--- src/rtl/uart_stream_echo.sv ---
// uart_stream_echo: queues uart_rx bytes in a FIFO and replays them to uart_tx,
// either verbatim or upper-cased, or emits a periodic incrementing test pattern.
module uart_stream_echo #(
  parameter int         FIFO_DEPTH       = 16,
  parameter int         PATTERN_INTERVAL = 1000,
  parameter logic [7:0] PATTERN_START    = 8'h00
) (
  input  logic                        i_Clock,
  input  logic                        i_Reset,
  input  logic [1:0]                  i_Mode,
  input  logic                        i_Clear_Ovf,
  input  logic                        i_Rx_DV,
  input  logic [7:0]                  i_Rx_Byte,
  input  logic                        i_Tx_Done,
  output logic                        o_Tx_DV,
  output logic [7:0]                  o_Tx_Byte,
  output logic [$clog2(FIFO_DEPTH):0] o_Fifo_Count,
  output logic                        o_Overflow
);

  localparam int AW = $clog2(FIFO_DEPTH);
  localparam int IW = $clog2(PATTERN_INTERVAL);
  localparam logic [AW:0]   FULL_COUNT    = (AW+1)'(FIFO_DEPTH);
  localparam logic [AW:0]   COUNT_ONE     = (AW+1)'(1);
  localparam logic [AW-1:0] PTR_ONE       = AW'(1);
  localparam logic [IW-1:0] INTERVAL_LAST = IW'(PATTERN_INTERVAL - 1);
  localparam logic [IW-1:0] INTERVAL_ONE  = IW'(1);

  localparam logic [1:0] MODE_ECHO    = 2'd1;
  localparam logic [1:0] MODE_PATTERN = 2'd2;
  localparam logic [1:0] MODE_UPPER   = 2'd3;

  typedef enum logic [1:0] {S_IDLE, S_LAUNCH, S_BUSY} state_t;

  state_t          state_q, state_d;
  logic [7:0]      mem_q [FIFO_DEPTH];
  logic [AW-1:0]   wrPtr_q, rdPtr_q;
  logic [AW:0]     count_q, count_d;
  logic [IW-1:0]   intervalCnt_q, intervalCnt_d;
  logic [7:0]      patByte_q, patByte_d;
  logic [7:0]      txByte_q, txByte_d;
  logic            overflow_q, overflow_d;

  logic            rxPush, patPush, pushReq, pop, accept, drop;
  logic [7:0]      rxData, pushData;

  // A push into a full FIFO still fits when the head leaves on the same edge.
  always_comb begin
    rxData = i_Rx_Byte;
    if (i_Mode == MODE_UPPER && i_Rx_Byte >= 8'h61 && i_Rx_Byte <= 8'h7A)
      rxData = i_Rx_Byte - 8'h20;
    rxPush   = i_Rx_DV && (i_Mode == MODE_ECHO || i_Mode == MODE_UPPER);
    patPush  = (i_Mode == MODE_PATTERN) && (intervalCnt_q == INTERVAL_LAST);
    pushReq  = rxPush || patPush;
    pushData = patPush ? patByte_q : rxData;
    pop      = (state_q == S_IDLE) && (count_q != '0);
    accept   = pushReq && ((count_q != FULL_COUNT) || pop);
    drop     = pushReq && !accept;
  end

  always_comb begin
    state_d  = state_q;
    txByte_d = txByte_q;
    case (state_q)
      S_IDLE: begin
        if (pop) begin
          txByte_d = mem_q[rdPtr_q];
          state_d  = S_LAUNCH;
        end
      end
      S_LAUNCH: state_d = S_BUSY;
      S_BUSY: begin
        if (i_Tx_Done)
          state_d = S_IDLE;
      end
      default: state_d = S_IDLE;
    endcase
  end

  always_comb begin
    count_d = count_q;
    if (accept && !pop)
      count_d = count_q + COUNT_ONE;
    else if (!accept && pop)
      count_d = count_q - COUNT_ONE;

    intervalCnt_d = '0;
    if (i_Mode == MODE_PATTERN && intervalCnt_q != INTERVAL_LAST)
      intervalCnt_d = intervalCnt_q + INTERVAL_ONE;

    // A dropped pattern byte keeps its value so the next interval retries it.
    patByte_d = patByte_q;
    if (patPush && accept)
      patByte_d = patByte_q + 8'd1;

    overflow_d = overflow_q;
    if (drop)
      overflow_d = 1'b1;
    else if (i_Clear_Ovf)
      overflow_d = 1'b0;
  end

  always_ff @(posedge i_Clock) begin
    if (i_Reset) begin
      state_q       <= S_IDLE;
      wrPtr_q       <= '0;
      rdPtr_q       <= '0;
      count_q       <= '0;
      intervalCnt_q <= '0;
      patByte_q     <= PATTERN_START;
      txByte_q      <= 8'h00;
      overflow_q    <= 1'b0;
    end else begin
      state_q       <= state_d;
      count_q       <= count_d;
      intervalCnt_q <= intervalCnt_d;
      patByte_q     <= patByte_d;
      txByte_q      <= txByte_d;
      overflow_q    <= overflow_d;
      if (accept)
        wrPtr_q <= wrPtr_q + PTR_ONE;
      if (pop)
        rdPtr_q <= rdPtr_q + PTR_ONE;
    end
  end

  always_ff @(posedge i_Clock) begin
    if (accept)
      mem_q[wrPtr_q] <= pushData;
  end

  assign o_Tx_DV      = (state_q == S_LAUNCH);
  assign o_Tx_Byte    = txByte_q;
  assign o_Fifo_Count = count_q;
  assign o_Overflow   = overflow_q;

endmodule
--- config.mk ---
export PLATFORM = sky130hd
export DESIGN_NAME = uart_stream_echo
export DESIGN_NICKNAME = d
export VERILOG_FILES = /design/src/rtl/uart_stream_echo.sv
export SDC_FILE = /design/constraint.sdc
export NUM_CORES = 1
export LEC_CHECK = 0
export BUFFER_PORTS_ARGS = -buffer_cell sky130_fd_sc_hd__buf_2
export CORE_MARGIN = 2
export CORE_UTILIZATION = 37
export CTS_CLUSTER_DIAMETER = 40
export CTS_CLUSTER_SIZE = 25
export DETAILED_ROUTE_END_ITERATION = 16
export SETUP_SLACK_MARGIN = 0.5
export SKIP_CTS_REPAIR_TIMING = 1
export SLEW_MARGIN = 20
export SYNTH_ARGS = -nofsm -noshare
export SYNTH_HDL_FRONTEND = slang
export SYNTH_SLANG_ARGS = --single-unit
--- constraint.sdc ---
create_clock -name i_Clock -period 3.2 [get_ports i_Clock]
set_clock_uncertainty 0.1 [all_clocks]
set_input_delay 0.32 -clock i_Clock [delete_from_list [all_inputs] [get_ports i_Clock]]
set_output_delay 0.32 -clock i_Clock [all_outputs]
set_load 0.1 [all_outputs]
* Word-level counts from Yosys, hierarchy flattened
Memories as Yosys holds them, arrays and structs flattened. A register that Yosys moved wholly into a read port is not among the register bits.
Cells that the tools add are included.
** Operators by class
- Magnitude comparators :: 2
- Add/subtract/negate cells :: 7
- Bitwise logic cells :: 1
- Multiplexer cells :: 11
- Equality and inequality tests :: 10
- Reduce and logical (&&, ||, !) cells :: 23
** Operator list (count)
- $mux W8 :: 2
- $logic_and A1 B1 Y1 :: 11
- $add A10 B1 Y10 const B :: 1
- $eq A10 B10 Y1 const B :: 1
- $mux W5 :: 2
- $ne A10 B10 Y1 const B :: 1
- $add A4 B1 Y4 const B :: 2
- $add A8 B1 Y8 const B :: 1
- $ge A8 B7 Y1 const B :: 1
- $le A8 B7 Y1 const B :: 1
- $sub A8 B6 Y8 const B :: 1
- $eq A2 B2 Y1 const B :: 3
- $pmux W2 S3 :: 1
- $add A5 B1 Y5 const B :: 1
- $ne A5 B5 Y1 const B :: 1
- $reduce_bool A5 Y1 :: 1
- $sub A5 B1 Y5 const B :: 1
- $eq A2 B1 Y1 const B :: 2
- $mux W1 :: 4
- $mux W2 :: 2
- $ne A2 B2 Y1 const B :: 2
- $reduce_and A2 Y1 :: 2
- $reduce_bool A2 Y1 :: 2
- $logic_or A1 B1 Y1 :: 3
- other kinds (4) :: 5
** Word-level totals
- Output and inout bits :: 15
- Bits in writable memories :: 128
- Register bits :: 34
- Memories kept :: 1
** Memory list
- mem_q :: depth 16, bits a word 8, rd ports 1, clocked after memory_dff 1, wr ports 1, line 36 : logic [7:0] mem_q [FIFO_DEPTH];

* Logic depth before layout (Yosys ltp)
Gate-level depths: netlist of the first run.
- Depth after elaboration :: 9
- Mapped depth :: 12

* Worst setup path after synthesis of the first run
OpenSTA, ideal clock, no wires.
- Path type :: register to register
- Start point :: register count_q[0], in the netlist o_Fifo_Count[0]
- End point :: register count_q[4], in the netlist o_Fifo_Count[4]
- Library setup time :: 0.121 ns
- Data arrival time :: 3.424 ns
- Slack :: -0.444 ns
- Stages on the path, launching flop included :: 13
- Buffers on the path :: 2
- Cell sequence :: dfxtp_1 or4_1 clkbuf_1 o21a_1 inv_1 buf_2 ha_1 inv_1 fa_1 a21o_1 a21oi_1 mux2i_1 mux2_2
** Between the ends
- Word-level cells in the longest chain between the ends :: 7
- Elaborated cells between the ends (all ways) :: 14
- Those cells by class :: add/sub (2); eq/ne (1); mux (2); reduce/logical (9)
** Ends and longest elaborated chain
- start, declared :: line 38 : logic [AW:0] count_q, count_d;
- start signal, assigned :: line 115 : count_q <= count_d;
- branches (longest 7 deep; another with $sub A5 B1 Y5)
Several ways; the timed one is not identified. The select of a mux whose other input is x is not followed.
A chain may end at the register's enable or synchronous reset.

* Worst setup path in the final report of the first run
- Start point :: register intervalCnt_q[0]
- End point :: register count_q[4], in the netlist o_Fifo_Count[4]
** Between the ends
- Word-level cells in the longest chain between the ends :: 7
- Elaborated cells between the ends (all ways) :: 9
- Those cells by class :: eq/ne (1); mux (1); reduce/logical (7)
** Ends and longest elaborated chain
- start, declared :: line 39 : logic [IW-1:0] intervalCnt_q, intervalCnt_d;
- start signal, assigned :: line 116 : intervalCnt_q <= intervalCnt_d;
- $eq A10 B10 Y1 (*) :: line 53 : patPush = (i_Mode == MODE_PATTERN) && (intervalCnt_q == INTERVAL_LAST);
- $logic_and A1 B1 Y1 (*) :: line 53
- $logic_or A1 B1 Y1 (*) :: line 54 : pushReq = rxPush || patPush;
- $logic_and A1 B1 Y1 (*) :: line 57 : accept = pushReq && ((count_q != FULL_COUNT) || pop);
- via accept :: line 44 : logic rxPush, patPush, pushReq, pop, accept, drop;
- $logic_not A1 Y1 :: line 84 : else if (!accept && pop)
- $logic_and A1 B1 Y1 :: line 84
- $reduce_bool A2 Y1 (no source line)
Mark *: on every way through the listed nets, which the timed path passes. The rest lies on a longest branch.

==> flow_metrics.tcl, run 1 <==
set metrics [dict create \
    rsz0062_at_grt "true" \
    p_int_uw 4068 \
    reg2reg_to "o_Fifo_Count[4]" \
    yosysSeqAreaShare_pct 65.43 \
    hpwl_mm 10.64 \
    synth.net_count 561 \
    die_x_um 143.1 \
    cp_top_family "adder cells" \
    core_region_area_mm2 0.01883 \
    setup_violations 0 \
    synth-seq-cells 170 \
    drive_gt1_share_pct 21.76 \
    crit_fanout 5 \
    worstPathCellList "ha_4, nand3b_1, or4_4, a21oi_4, ha_4, inv_2, fa_2, a21o_1, a21oi_2, mux2i_1, mux2_2" \
    fillers 1691 \
    utilization_pct 44.92 \
    rr_startpoint "intervalCnt_q[0]" \
    viasPerCell 5.282 \
    area_growth_pct 18.14 \
    powerDensity_mw_per_mm2 715.2 \
    overflow 0 \
    routed_wl_mm 15.46 \
    crit_required_ns 3.40 \
    antenna_found_initial 0 \
    synth_cell_types 48 \
    hold_start "i_Clear_Ovf" \
    p_clk_share_pct 31.8 \
    r2r_cells 11 \
    min_to "o_Overflow" \
    cts.sinks 170 \
    synth_cells 533 \
    netlist_area_mm2 0.007159 \
    end_kind "flip-flop" \
    drc 0 \
    critical-path-slowest-cell "or4_4" \
    first_global_vias 4567 \
    hp-class "in2reg" \
    hold_depth 3 \
    switching_share_pct 32.75 \
    peakVddDrop_mv 0.4415 \
    period_share_pct 92.17 \
    cts.clk_slew.worst_paths_ns 0.06 \
    worstSetupPathType "reg2reg" \
    startpoint_type "flip-flop" \
    cp_slowest_stage_delay_ns 0.47 \
    start_util_pct 38.02 \
    numCtsBuffers 17 \
    drt_iter0_markers 226 \
    syn_area_per_cell_um2 13.43 \
    drt-pass1-iter-count 5 \
    grt_pass1_wl_mm 24.63 \
    die_h_um 143.1 \
    portBuffers 29 \
    p_total_uw 6049 \
    max_slew_margin_pct 53.60 \
    cts_tree "built" \
    critPathBufInv 1 \
    drv_slew 0 \
    synth_top_flop_cell "edfxtp_1" \
    diodes 0 \
    grt_max_degree 33 \
    grtUsageTotal_pct 15.94 \
    p_leak_uw 0.002817 \
    yosys_warnings 0 \
    hold_viol 0 \
    final_area_mm2 0.008458 \
    synth_edf_count 128 \
    clockBufferDepth 2 \
    power_frac_comb_pct 25.5 \
    status "complete, no violations" \
    async_flop_share_pct 0 \
    die-area_mm2 0.02048 \
    maxCapViolations 0 \
    wl_per_cell_um 17.93 \
    crit_path_frequent_cell "ha_4" \
    fin_crit_ns 2.949 \
    placed_area_mm2 0.007821 \
    fp-row-count 50 \
    via_count 4553 \
    crit_arrival_ns 3.15 \
    p_switching_uw 1981 \
    gp_congestion 0.8169 \
    tightest_slew_ns 0.6902 \
    detail-route-antenna-nets 0 \
    clkLatencyLatePin_ns 0.42 \
    clock-root-buffer "clkbuf_16" \
    num_io_pins 30 \
    power_frac_seq_pct 42.7 \
    h-tree-depth 4 \
    fmax_ghz 0.3390 \
    r2r_slack_ns 0.25 \
    nets 617 \
]
## state kept, by name (all words and copies together), names as in the netlist
| register | cells |
|---|---|
| rdPtr_q | 4 |
| o_Tx_Byte | 8 |
| state_q | 2 |
| mem_q | 128 |
| o_Fifo_Count | 5 |
| o_Overflow | 1 |
| wrPtr_q | 4 |
| intervalCnt_q | 10 |
| patByte_q | 8 |
## power groups by stage
stage	Combinational (uW)	Sequential (uW)	Clock (uW)
floorplan	789	3000	0
global placement	1500	2630	0
detailed placement	1520	2630	0
CTS	1530	2590	1960
global route	1670	2600	2060
finish	1540	2580	1920
## layer usage
metal / part of all wire, % / GRT usage [%] / vias up / wire, um
li1: - / - / 2141 / -
met1: 44 / 20.65 / 2308 / 6787
met2: 51 / 27.12 / 89 / 7869
met3: 4.4 / 4.192 / 15 / 683
met4: 0.76 / 3.127 / 0 / 118
met5: 0 / 0 / - / 0
## kinds of logic after synthesis
kind of cell	after synthesis	share of synthesized area (%)
multiplexers	61	9.979
AO/OA/AOI/OAI	93	8.091
flip-flops	170	65.43
buffers and inverters	41	2.307
adder cells (fa/ha/maj)	13	2.377
XOR/XNOR	14	1.713
AND/OR/NAND/NOR	141	10.10
## placed cells by master (no fill, tap or decap), drive strengths merged, types with 3 or more instances in the layout
cell type  instances
a21oi             30
and3               5
buf               67
clkbuf            24
clkinv             4
dfxtp             42
edfxtp           128
ha                12
inv               13
mux2               3
mux2i             50
mux4               8
nand2             29
nand2b             5
nand3             11
nand3b             3
nor2              42
nor2b              3
nor3              14
nor4               3
o2111ai            4
o211ai             7
o21ai             13
o22ai             24
o31a               3
o31ai              4
or3                5
or3b               3
or4                9
xnor2              5
xor2               9
## final cells by class
type	instances	area [um2]	share of cell area, %
clock inverters	8	86.33	1.021
clock buffers	24	473.0	5.592
well taps	260	325.3	3.846
inverters	11	41.29	0.4882
repair buffers	67	442.9	5.237
multi-input cells	322	2367	27.99
flip-flops and latches	170	4722	55.83
## through the flow
step | worst slack (ns) | TNS [ns] | cells | hold WS [ns]
detailed placement | 0.02895 | 0 | 827 | 0.3702
global route | 0.1094 | 0 | 862 | 0.08681
finish | 0.2505 | 0 | 862 | 0.06642
floorplan | 0.1053 | 0 | 533 | 0.3262
CTS | -0.01077 | -0.01077 | 859 | 0.05565
global placement | 0.1289 | 0 | 827 | 0.3399
## synthesized netlist by cell type, types with 4 or more instances
cell type,number,share of area (%)
a21oi_1,30,2.1
and3_1,5,0.44
buf_2,9,0.63
clkbuf_1,18,0.94
dfxtp_1,42,12
edfxtp_1,128,54
ha_1,12,2.1
inv_1,11,0.58
mux2i_1,50,7.0
mux4_2,8,2.5
nand2_1,29,1.5
nand2b_1,5,0.44
nand3_1,11,0.77
nor2_1,42,2.2
nor3_1,14,0.98
o211ai_1,7,0.73
o21ai_0,13,0.91
o22ai_1,24,2.1
o31ai_1,4,0.42
or3_1,5,0.44
or4_1,8,0.84
xnor2_1,5,0.61
xor2_1,9,1.1
## worst register-to-register path, stage by stage, from the launching register on
cell and delay (ns):
dfxtp_4 0.37, ha_4 0.13, nand3b_1 0.11, or4_4 0.47, a21oi_4 0.18, ha_4 0.16
inv_2 0.06, fa_2 0.36, a21o_1 0.17, a21oi_2 0.14, mux2i_1 0.24, mux2_2 0.35
## how the worst max path moves through the flow
stage / cells after the start / slack (ns) / from / end
floorplan: 12 / 0.11 / o_Fifo_Count[2] / o_Fifo_Count[4]
global placement: 11 / 0.13 / intervalCnt_q[0] / o_Fifo_Count[4]
detailed placement: 11 / 0.03 / intervalCnt_q[0] / o_Fifo_Count[4]
CTS: 11 / -0.01 / intervalCnt_q[0] / o_Fifo_Count[4]
global route: 11 / 0.11 / intervalCnt_q[0] / o_Fifo_Count[4]
finish: 11 / 0.25 / intervalCnt_q[0] / o_Fifo_Count[4]
No activity file was read; power rests on OpenSTA's default activity.
==> inputs of run 2 (changes only) <==
==> constraint.sdc (replaced) <==
create_clock -name i_Clock -period 3.1 [get_ports i_Clock]
set_clock_uncertainty 0.1 [all_clocks]
set_input_delay 0.31 -clock i_Clock [delete_from_list [all_inputs] [get_ports i_Clock]]
set_output_delay 0.31 -clock i_Clock [all_outputs]
set_load 0.1 [all_outputs]
==> flow_metrics.tcl, run 2 (synthesis results as in run 1) <==
set metrics [dict create \
    status "complete, no violations" \
    p_clk_share_pct 32.2 \
    drive_gt1_share_pct 23.14 \
    cts.clk_slew.worst_paths_ns 0.06 \
    reg2reg_to "o_Fifo_Count[4]" \
    hold_viol 0 \
    grt_pass1_wl_mm 24.29 \
    overflow 0 \
    timing.setup.tns_ns 0 \
    setup_violations 0 \
    worstSetupPathType "reg2reg" \
    critical-path-slowest-cell "or4_4" \
    crit_required_ns 3.31 \
    h-tree-depth 4 \
    clock-root-buffer "clkbuf_16" \
    endpoint "o_Fifo_Count[4]" \
    routed_wl_mm 15.56 \
    crit_start "intervalCnt_q[1]" \
    fmax_ghz 0.3315 \
    clkLatencyLatePin_ns 0.42 \
    p_int_uw 4256 \
    cp_slowest_stage_delay_ns 0.59 \
    die-area_mm2 0.02048 \
    fp-row-count 50 \
    hp-class "in2reg" \
    antenna_found_initial 0 \
    worstPathCellList "ha_4, nand3b_1, or4_4, a21oi_4, ha_4, inv_4, fa_2, a21o_1, a21oi_2, mux2i_1, mux2_2" \
    peakVddDrop_mv 0.4327 \
    grt_max_degree 36 \
    reg_top3 "mem_q x128, intervalCnt_q x10" \
    rsz0062_at_grt "true" \
    p_switching_uw 2089 \
    die_x_um 143.1 \
    crit_fanout 4 \
    gp_congestion 0.8481 \
    area_growth_pct 18.58 \
    switching_share_pct 32.92 \
    end_kind "flip-flop" \
    drt-pass1-iter-count 4 \
    rr_startpoint "intervalCnt_q[1]" \
    fin_crit_ns 3.017 \
    clockBufferDepth 2 \
    start_util_pct 38.02 \
    first_global_vias 4421 \
    drt_iter0_markers 319 \
    period_share_pct 97.32 \
    nets 607 \
    drv_slew 0 \
    maxCapViolations 0 \
    power_frac_comb_pct 25.7 \
    grtUsageTotal_pct 15.97 \
    core_region_area_mm2 0.01883 \
    r2r_slack_ns 0.08 \
    drc 0 \
    detail-route-antenna-nets 0 \
    layout_common_cells "edfxtp_1, mux2i_1, dfxtp_1" \
    portBuffers 29 \
    crit_path_frequent_cell "ha_4" \
    powerDensity_mw_per_mm2 747.4 \
    cts_tree "built" \
    die_h_um 143.1 \
    diodes 0 \
    p_leak_uw 0.002762 \
    crit_arrival_ns 3.23 \
    cts.sinks 170 \
    hpwl_mm 10.55 \
    holdWs_ns 0.04330 \
    num_io_pins 30 \
    largest_register "mem_q" \
    final_common_cell "edfxtp_1" \
    power_frac_seq_pct 42.1 \
    largest_reg_flops 128 \
    numCtsBuffers 17 \
    r2r_cells 11 \
    max_slew_margin_pct 49.28 \
    via_count 4423 \
    tightest_slew_ns 0.7574 \
    viasPerCell 5.191 \
    startpoint_type "flip-flop" \
    wl_per_cell_um 18.27 \
]
[run 2: worst min-delay path by stage]
| stage | startpoint | endpoint | slack, ns | cells after the start |
|---|---|---|---|---|
| 4_1_cts | i_Clear_Ovf | o_Overflow | 0.03 | 3 |
| 5_1_grt | i_Clear_Ovf | o_Overflow | 0.06 | 3 |
| 3_3_place_gp | o_Overflow | o_Overflow | 0.36 | 2 |
| 3_5_place_dp | o_Overflow | o_Overflow | 0.37 | 2 |
| 6_report | i_Clear_Ovf | o_Overflow | 0.04 | 3 |
| 2_1_floorplan | intervalCnt_q[0] | intervalCnt_q[0] | 0.33 | 1 |
[run 2: power groups by stage]
stage	clock network, uW	registers, uW	logic, uW
2_1_floorplan	0	3100	815
6_report	2050	2670	1630
5_1_grt	2180	2690	1750
3_5_place_dp	0	2720	1570
4_1_cts	2080	2670	1580
3_3_place_gp	0	2710	1550
[run 2: final cells by class]
cell class / count / area, um2
Timing Repair Buffer: 57 / 371.6
Sequential cell: 170 / 4705
Inverter: 11 / 43.79
Fill cell: 1703 / 10340
Multi-Input combinational cell: 322 / 2466
Tap cell: 260 / 325.3
Clock buffer: 20 / 466.7
Clock inverter: 12 / 111.4
[run 2: stage by stage]
stage	worst slack (ns)	utilization, %	std cells	instance area, um2	power (uW)
5_1_grt	-0.02685	45.08	852	8489	6615
2_1_floorplan	0.005321	-	533	7212	3912
3_5_place_dp	-0.04169	41.14	817	7746	4281
4_1_cts	-0.07964	44.21	849	8324	6324
6_report	0.08303	45.08	852	8489	6345
3_3_place_gp	0.01922	41.14	817	7746	4259
[run 2: layer usage]
layer	up-vias	global-route usage, %	routed length [um]
met1	2194	20.73	6942
li1	2129	-	-
met4	0	4.794	176
met3	15	3.789	759
met2	85	26.62	7687
met5	-	0	0
[run 2: worst max-delay path: cells and delay by family, from the launching register on]
| kind | cells | cell delay (ns) |
|---|---|---|
| flops | 1 | 0.36 |
| compound gates | 3 | 0.50 |
| buf+inv | 1 | 0.05 |
| mux | 2 | 0.56 |
| simple gates | 2 | 0.71 |
| fa+ha+maj | 3 | 0.63 |
==> inputs of run 3 (changes only) <==
--- a/config.mk
+++ b/config.mk
@@ -6,11 +6,14 @@
 export NUM_CORES = 1
 export LEC_CHECK = 0
 export BUFFER_PORTS_ARGS = -buffer_cell sky130_fd_sc_hd__buf_2
+export CELL_PAD_IN_SITES_DETAIL_PLACEMENT = 0
+export CELL_PAD_IN_SITES_GLOBAL_PLACEMENT = 2
 export CORE_MARGIN = 2
-export CORE_UTILIZATION = 37
+export CORE_UTILIZATION = 44
 export CTS_CLUSTER_DIAMETER = 40
 export CTS_CLUSTER_SIZE = 25
 export DETAILED_ROUTE_END_ITERATION = 16
+export PLACE_DENSITY_LB_ADDON = 0.1
 export SETUP_SLACK_MARGIN = 0.5
 export SKIP_CTS_REPAIR_TIMING = 1
 export SLEW_MARGIN = 20
==> flow_metrics.tcl, run 3 (synthesis results as in run 1) <==
set metrics [dict create \
    status "complete, no violations" \
    regArea_mm2 0.004707 \
    peakVddDrop_mv 0.3947 \
    gp_congestion 0.7649 \
    switching_share_pct 33.19 \
    multi_input_area_mm2 0.002474 \
    area_growth_pct 18.33 \
    reg_top3 "mem_q x128, intervalCnt_q x10" \
    startpoint_type "flip-flop" \
    wl_per_cell_um 19.12 \
    period_share_pct 98.48 \
    via_count 4430 \
    hpwl_mm 10.52 \
    end_kind "flip-flop" \
    start_util_pct 45.07 \
    antenna_found_initial 0 \
    routed_wl_mm 15.57 \
    setup_violations 0 \
    fp-row-count 46 \
    viasPerCell 5.442 \
    fin_crit_ns 3.053 \
    core_region_area_mm2 0.01589 \
    cts_tree "built" \
    cts.sinks 170 \
    utilization_pct 53.33 \
    crit_arrival_ns 3.27 \
    drv_slew 0 \
    drive_gt1_share_pct 24.41 \
    power_frac_comb_pct 25.4 \
    power_frac_seq_pct 42.0 \
    drc 0 \
    numCtsBuffers 17 \
    grt_max_degree 30 \
    hold_viol 0 \
    cts.clk_slew.worst_paths_ns 0.06 \
    p_total_uw 6343 \
    largest_reg_flops 128 \
    p_switching_uw 2105 \
    max_slew_margin_pct 45.97 \
    rsz0062_at_grt "true" \
    crit_fanout 5 \
    final_common_cell "edfxtp_1" \
    clkLatencyLatePin_ns 0.43 \
    final_area_mm2 0.008472 \
    p_int_uw 4238 \
    h-tree-depth 4 \
    timing.setup.tns_ns 0 \
    layout_common_cells "edfxtp_1, mux2i_1, dfxtp_1, buf_4" \
    die-area_mm2 0.01731 \
    die_h_um 131.6 \
    placed_area_mm2 0.007716 \
    tightest_slew_ns 0.8069 \
    clock-root-buffer "clkbuf_16" \
    overflow 0 \
    fillers 1366 \
    hp-class "in2reg" \
    clockBufferDepth 2 \
    first_global_vias 4386 \
    largest_register "mem_q" \
    detail-route-antenna-nets 0 \
    fmax_ghz 0.3276 \
    worstSetupPathType "reg2reg" \
    drt-pass1-iter-count 4 \
    diodes 0 \
    p_clk_share_pct 32.6 \
    drt_iter0_markers 162 \
    powerDensity_mw_per_mm2 748.7 \
    grt_pass1_wl_mm 24.21 \
    grtUsageTotal_pct 18.59 \
    p_leak_uw 0.002791 \
    maxCapViolations 0 \
    num_io_pins 30 \
    die_x_um 131.6 \
    crit_required_ns 3.31 \
    portBuffers 29 \
    nets 613 \
]
run 3: layer usage:
metal | routed length (um) | share of wire, % | vias up | track usage, %
met1 | 7021 | 45 | 2213 | 23.95
met3 | 527 | 3.4 | 19 | 4.205
met2 | 7779 | 50 | 60 | 31.24
li1 | - | - | 2138 | -
met5 | 0 | 0 | - | 0
met4 | 238 | 1.5 | 0 | 5.978
run 3: worst max-delay path, cell delays in order, from the launching register on:
cell and delay, ns:
dfxtp_2 0.35, ha_4 0.13, nand3b_1 0.11, or4_4 0.59
a21oi_4 0.19, ha_4 0.17, inv_4 0.05, fa_2 0.36
a21o_1 0.18, a21oi_2 0.14, mux2i_1 0.22, mux2_2 0.34
run 3: cell type report:
class	count	share of cell area (%)
flip-flops and latches	170	55.56
inverters	11	0.5169
well taps	216	3.190
multi-input cells	322	29.20
clock inverters	14	1.743
clock buffers	18	5.066
repair buffers	63	4.726
run 3: path summary, 6_finish.rpt:
check | to | start | slack (ns) | depth (start not counted)
max | o_Fifo_Count[4] | intervalCnt_q[0] | 0.05 | 11
min reg2reg | o_Overflow | o_Overflow | 0.38 | 2
min | o_Overflow | i_Clear_Ovf | 0.05 | 3
max reg2reg | o_Fifo_Count[4] | intervalCnt_q[0] | 0.05 | 11
run 3: power by group through the flow:
stage	Sequential, uW	Combinational [uW]	Clock, uW
floorplan	3100	815	0
global route	2680	1740	2190
global placement	2710	1590	0
CTS	2670	1600	2090
detailed placement	2720	1600	0
finish	2670	1610	2060
run 3: stage by stage:
step	hold slack (ns)	cells	worst slack (ns)
after floorplan	0.3262	533	0.005321
after global placement	0.3600	778	0.03531
after detailed placement	0.3673	778	-0.001739
after CTS	0.03362	810	-0.04027
after global routing	0.07239	814	-0.09651
final	0.04576	814	0.04722
